$ cat src/rtl/fsm_arb_pkg.sv
// fsm_arb_pkg: shared types and constants for the recogniser-sharing arbiter.
`default_nettype none

package fsm_arb_pkg;

   localparam int SYM_W = 2;

   typedef enum logic [1:0] {
      IDLE   = 2'd0,
      CLEAR  = 2'd1,
      STREAM = 2'd2,
      REPORT = 2'd3
   } arb_state_t;

   // Requester 0 gets first pick after reset because the search starts at last_grant+1.
   function automatic int last_grant_rst(input int nreq);
      return nreq - 1;
   endfunction

endpackage

`default_nettype wire

$ cat src/rtl/rr_picker.sv
// rr_picker: combinational round-robin pick of the first valid requester after last_grant.
`default_nettype none

module rr_picker #(
   parameter int NREQ  = 2,
   parameter int IDX_W = 1
) (
   input  logic [NREQ-1:0]  req_valid,
   input  logic [IDX_W-1:0] last_grant,
   output logic [NREQ-1:0]  onehot,
   output logic [IDX_W-1:0] idx,
   output logic             any
);

   int cand;

   always_comb begin
      onehot = '0;
      idx    = '0;
      any    = 1'b0;
      cand   = 0;
      for (int k = 1; k <= NREQ; k++) begin
         cand = int'(last_grant) + k;
         if (cand >= NREQ) cand = cand - NREQ;
         for (int i = 0; i < NREQ; i++) begin
            if (!any && (cand == i) && req_valid[i]) begin
               any       = 1'b1;
               onehot[i] = 1'b1;
               idx       = IDX_W'(i);
            end
         end
      end
   end

endmodule

`default_nettype wire

$ cat src/rtl/fsm_abb_arbiter.sv
// fsm_abb_arbiter: round-robin owner of one shared Mealy recogniser, counting matches per packet.
// Optional stall abort enabled by defining FSM_ARB_TIMEOUT_EN.
`default_nettype none

module fsm_abb_arbiter
   import fsm_arb_pkg::*;
#(
   parameter int NREQ    = 2,
   parameter int CNT_W   = 8,
   parameter int TIMEOUT = 16
) (
   input  logic                      clock,
   input  logic                      reset_n,
   input  logic [NREQ-1:0]           req_valid,
   input  logic [2*NREQ-1:0]         req_sym,
   input  logic [NREQ-1:0]           req_last,
   output logic [NREQ-1:0]           req_ready,
   output logic [NREQ-1:0]           grant,
   output logic [SYM_W-1:0]          rec_sym,
   output logic                      rec_en,
   output logic                      rec_clear,
   input  logic                      rec_match,
   output logic                      done,
   output logic [$clog2(NREQ)-1:0]   done_id,
   output logic [CNT_W-1:0]          done_count,
   output logic                      done_abort
);

   localparam int IDX_W = $clog2(NREQ);
   localparam logic [IDX_W-1:0] LAST_RST = IDX_W'(last_grant_rst(NREQ));
   localparam logic [CNT_W-1:0] CNT_MAX  = '1;

   arb_state_t       state, state_nxt;
   logic [NREQ-1:0]  grant_q;
   logic [IDX_W-1:0] gidx, last_grant;
   logic [CNT_W-1:0] count, count_nxt;
   logic [NREQ-1:0]  pick_oh;
   logic [IDX_W-1:0] pick_idx;
   logic             pick_any;
   logic             beat, timeout_hit;
   logic             valid_g, last_g;
   logic [SYM_W-1:0] sym_g;

   rr_picker #(.NREQ(NREQ), .IDX_W(IDX_W)) u_picker (
      .req_valid  (req_valid),
      .last_grant (last_grant),
      .onehot     (pick_oh),
      .idx        (pick_idx),
      .any        (pick_any)
   );

   always_comb begin
      valid_g = 1'b0;
      last_g  = 1'b0;
      sym_g   = '0;
      for (int i = 0; i < NREQ; i++) begin
         if (gidx == IDX_W'(i)) begin
            valid_g = req_valid[i];
            last_g  = req_last[i];
            sym_g   = req_sym[i*SYM_W +: SYM_W];
         end
      end
   end

   always_comb begin
      state_nxt = state;
      beat      = 1'b0;
      req_ready = '0;
      rec_en    = 1'b0;
      rec_clear = 1'b0;
      rec_sym   = '0;
      done      = 1'b0;
      unique case (state)
         IDLE:   if (pick_any) state_nxt = CLEAR;
         CLEAR: begin
            rec_clear = 1'b1;
            state_nxt = STREAM;
         end
         STREAM: begin
            req_ready = grant_q;
            rec_sym   = sym_g;
            beat      = valid_g;
            rec_en    = beat;
            if ((beat && last_g) || timeout_hit) state_nxt = REPORT;
         end
         REPORT: begin
            done      = 1'b1;
            state_nxt = IDLE;
         end
         default: state_nxt = IDLE;
      endcase
   end

   assign count_nxt = (beat && rec_match && (count != CNT_MAX)) ? count + CNT_W'(1) : count;
   assign grant     = grant_q;

   always_ff @(posedge clock) begin
      if (!reset_n) begin
         state      <= IDLE;
         grant_q    <= '0;
         gidx       <= '0;
         last_grant <= LAST_RST;
         count      <= '0;
         done_id    <= '0;
         done_count <= '0;
      end else begin
         state <= state_nxt;
         unique case (state)
            IDLE: begin
               if (pick_any) begin
                  grant_q <= pick_oh;
                  gidx    <= pick_idx;
               end
            end
            CLEAR:  count <= '0;
            STREAM: begin
               count <= count_nxt;
               // Report registers load on the way into REPORT so the last-beat match is included.
               if (state_nxt == REPORT) begin
                  done_id    <= gidx;
                  done_count <= count_nxt;
               end
            end
            REPORT: begin
               last_grant <= gidx;
               grant_q    <= '0;
            end
            default: ;
         endcase
      end
   end

`ifdef FSM_ARB_TIMEOUT_EN
   localparam int STALL_W = $clog2(TIMEOUT + 1);

   logic [STALL_W-1:0] stall;
   logic               abort_q;

   assign timeout_hit = (state == STREAM) && !beat && (stall == STALL_W'(TIMEOUT - 1));
   assign done_abort  = abort_q;

   always_ff @(posedge clock) begin
      if (!reset_n) begin
         stall   <= '0;
         abort_q <= 1'b0;
      end else begin
         if (state == CLEAR || beat) stall <= '0;
         else if (state == STREAM)   stall <= stall + STALL_W'(1);
         if (state == STREAM && state_nxt == REPORT) abort_q <= !(beat && last_g);
      end
   end
`else
   logic unused_timeout;

   assign unused_timeout = (TIMEOUT > 0);
   assign timeout_hit    = 1'b0;
   assign done_abort     = 1'b0;
`endif

endmodule

`default_nettype wire

$ cat config.mk
export PLATFORM = sky130hd
export DESIGN_NAME = fsm_abb_arbiter
export DESIGN_NICKNAME = d
export VERILOG_FILES = /design/src/rtl/fsm_arb_pkg.sv /design/src/rtl/rr_picker.sv /design/src/rtl/fsm_abb_arbiter.sv
export SDC_FILE = /design/constraint.sdc
export NUM_CORES = 1
export LEC_CHECK = 0
export CAP_MARGIN = 20
export CORE_ASPECT_RATIO = 2
export CORE_UTILIZATION = 40
export CTS_CLUSTER_DIAMETER = 120
export DETAILED_ROUTE_END_ITERATION = 12
export MAX_ROUTING_LAYER = met4
export PLACE_DENSITY = 0.65
export SYNTH_ARGS = -nofsm -noshare
export SYNTH_HDL_FRONTEND = slang
export SYNTH_HIERARCHICAL = 1
export SYNTH_SLANG_ARGS = --single-unit
$ cat constraint.sdc
create_clock -name clock -period 1.8 [get_ports clock]
set_input_delay 0.18 -clock clock [delete_from_list [all_inputs] [get_ports clock]]
set_output_delay 0.18 -clock clock [all_outputs]
set_load 0.01 [all_outputs]
==> out/qor.csv <==
stage,metric,value,unit
run_status,status,"finished, violations left",
run_status,violations,DRC,
critical_path,crit_required,1.96,ns
floorplanning,io_pins,30,
logic_synthesis,synth_seq_cells,23,
floorplanning,die_w,43.6,µm
sta,rsz0062_at_grt,false,
logic_synthesis,synth_edf_count,0,
placed_design,place_hpwl,2820,µm
job,cap_viol_max_count,0,
logic_synthesis,syn_nets,177,
sta,fin_crit_sh,0.924,
logic_synthesis,synth_top_cell_by_area,dfxtp_1,
worst_hold_path,holdPathStages,2,
sta,min_period,1.66,ns
drt,route.detailed.wl_per_inst,14.9,µm
sta,skew,0.00190,ns
critical_path,cp-start-kind,flip-flop,
logic_synthesis,synthTopCellsByArea,"dfxtp_1 33%, nand2_1 6.2%, ha_1 4.5%",
worst_hold_path,holdCritStartpoint,done_count[2]$_SDFFE_PN0P_,
power,power_density,839,nW/µm²
logic_synthesis,synth_flop_cell,dfxtp_1,
drt,first_iter_violations,19,
critical_path,r2r_slack,0.14,ns
drt,drtAntennaViolNets,0,
drt,num_vias,1329,
sta,drv_slew,0,
logic_synthesis,syn_avg_cell_area,8.62,µm²
placed_design,place_area,1830,µm²
power,leakagePower,0.000730,µW
sta,timing.setup.tns,0,ns
clocking,cts_tree,built,
critical_path,arrival,1.83,ns
grt,grt_max_degree,14,
logic_synthesis,synth.yosys.seq_area_share,0.332,
logic_synthesis,synth.top_cell.area_share,0.332,
critical_path,path_class,flip-flop to flip-flop,
sta,hold_viol,0,
worst_hold_path,holdPathEnd,done_count[2]$_SDFFE_PN0P_,
clocking,cts_hold_buf,0,
grt,gr-total-overflow,0,
clocking,clockBufferDepth,2,
layout,antenna_cells,0,
critical_path,worst-path-max-fanout,9,
clocking,clock_sinks,23,
floorplanning,core-area,3230,µm²
logic_synthesis,async_reset_ff_frac,0,
grt,grt.total_usage,0.211,
layout,syn_to_final_growth,36.5,%
critical_path,r2r_end,done_id$_SDFFE_PN0P_,
placed_design,gp_congestion,0.900,
drt,viasPerCell,5.61,
power,power,1590,µW
drt,wl,3540,µm
drt,drcViolationCount,3,
layout,fin_area,1890,µm²
grt,grt_pass1_wl,5800,µm
clocking,cts_buffers,3,
logic_synthesis,synthTopCellsByCount,"23 x dfxtp_1, 23 x nand2_1, 9 x nand3_1, 9 x o21ai_0",
clocking,htree_levels,1,
clocking,clk_latency,0.27,ns
placed_design,port_buffers,28,
layout,drive_gt1_frac,0.214,
logic_synthesis,netlist_area,1390,µm²
critical_path,reg2regPathDepth,7,
floorplanning,die_h,85.3,µm
logic_synthesis,syn_inst,161,
grt,grt_pass1_vias,1365,
sta,setup_viol,0,
clocking,cts-root-buf,clkbuf_8,
floorplanning,rows,29,
power,ir_worst_vdd,0.000495,V
logic_synthesis,synth.distinct_cells,42,
logic_synthesis,yosys_warnings,6,
clocking,cts.clk_slew.worst_paths,0.08,ns
critical_path,r2r_start,gidx$_SDFFE_PN0P_,
worst_hold_path,hold_path_class,flip-flop to flip-flop,
critical_path,cp-end-kind,flip-flop,
drt,firstDrtPassIters,11,
layout,nets,223,
floorplanning,start_util,0.430,
floorplanning,die_area,3720,µm²
sta,clock.fmax,602,MHz
grt,antenna_found_initial,0,
-- placed cells by master, fill, tap and decap left out, drive strengths merged --
| master | Yosys | final |
|---|---|---|
| and2 | 7 | 7 |
| mux2i | 6 | 6 |
| nand3b | 4 | 4 |
| dlymetal6s2s | 0 | 1 |
| or2 | 1 | 1 |
| nand3 | 9 | 9 |
| clkdlybuf4s50 | 0 | 23 |
| a22oi | 1 | 1 |
| nor3 | 1 | 1 |
| clkinv | 0 | 1 |
| dlygate4sd2 | 0 | 4 |
| buf | 4 | 24 |
| a21boi | 5 | 5 |
| o22ai | 6 | 6 |
| o2111ai | 1 | 1 |
| nor3b | 1 | 1 |
| ha | 5 | 5 |
| nand4b | 1 | 1 |
| a21bo | 1 | 1 |
| nor4b | 2 | 2 |
| clkbuf | 7 | 3 |
| a21o | 3 | 3 |
| or3 | 1 | 1 |
| xnor2 | 2 | 2 |
| nor2 | 5 | 5 |
| nand2 | 24 | 24 |
| dfxtp | 23 | 23 |
| o21ai | 13 | 13 |
| nand2b | 1 | 1 |
| nor4 | 2 | 2 |
| nand4 | 3 | 3 |
| inv | 4 | 4 |
| a31oi | 5 | 5 |
| conb | 1 | 1 |
| a2bb2o | 1 | 1 |
| a21oi | 7 | 7 |
| nor2b | 4 | 4 |
-- report_power, final --
| group | switching [µW] | internal (µW) |
|---|---|---|
| registers | 36.1 | 554 |
| logic | 347 | 330 |
| clock network | 167 | 155 |
-- layout make-up --
type / instances / area, µm²
multi-input cells: 123 / 861
fillers: 306 / 1340
inverters: 4 / 15.0
clock buffers: 3 / 41.3
well taps: 31 / 38.8
repair buffers: 52 / 470
clock inverters: 1 / 5.00
flip-flops and latches: 23 / 463
-- how the worst max path moves through the flow --
stage                              startpoint                         end  cells after the start
after global routing        gidx$_SDFFE_PN0P_        done_id$_SDFFE_PN0P_                      7
after CTS                 state[0]$_SDFF_PN0_                      rec_en                      5
final                       gidx$_SDFFE_PN0P_        done_id$_SDFFE_PN0P_                      7
after detailed placement         req_valid[1]  done_count[7]$_SDFFE_PN0P_                      7
after floorplan           state[0]$_SDFF_PN0_  done_count[3]$_SDFFE_PN0P_                      8
after global placement           req_valid[0]        done_id$_SDFFE_PN0P_                      7
-- layer usage --
| layer | GRT usage | vias to the layer above | part of all wire |
|---|---|---|---|
| met1 | 0.186 | 619 | 0.35 |
| li1 | - | 660 | - |
| met5 | - | - | 0 |
| met3 | 0.0213 | 15 | 0.032 |
| met2 | 0.400 | 35 | 0.57 |
| met4 | 0.119 | 0 | 0.040 |
-- flip-flops by register name, summed over array words and instances, names as in the netlist --
signal / cells
count: 8
done_count: 8
done_id: 1
gidx: 1
grant: 2
last_grant: 1
state: 2
-- repair_timing --
action	in CTS	in global routing
endpoints found under the setup margin	7	1
gates resized for setup	9	1
buffers inserted	1	0
-- critical path, stage by stage, from the launching register on --
cell and delay [ns]:
dfxtp_1 0.35, buf_4 0.18, nand3b_1 0.16, a21o_1 0.23, a31oi_4 0.19, buf_4 0.20
mux2i_1 0.19, nor2b_1 0.06
-- cell families (layout without fill, tap and decap cells) --
family	after synthesis	count (layout)	share of synthesized area
AOI/OAI and AO/OA	43	43	0.205
buffers and inverters	15	60	0.0568
muxes	6	6	0.0523
DFF	23	23	0.332
xor gates and xnor gates	2	2	0.0126
adders and majority gates	5	5	0.0451
and+or+nand+nor	66	66	0.294
other	1	1	0.00270
-- stage by stage --
| stage | cells | util | hold WS, ns | setup slack, ns |
|---|---|---|---|---|
| finish | 237 | 0.587 | 0.476 | 0.138 |
| floorplan | 161 | - | 0.402 | 0.159 |
| global placement | 232 | 0.566 | 0.460 | 0.0111 |
| global route | 237 | 0.587 | 0.503 | 0.0567 |
| detailed placement | 232 | 0.566 | 0.460 | -0.0444 |
| CTS | 237 | 0.586 | 0.478 | 0.00228 |
Note: power is estimated with default switching activity, not from simulation.
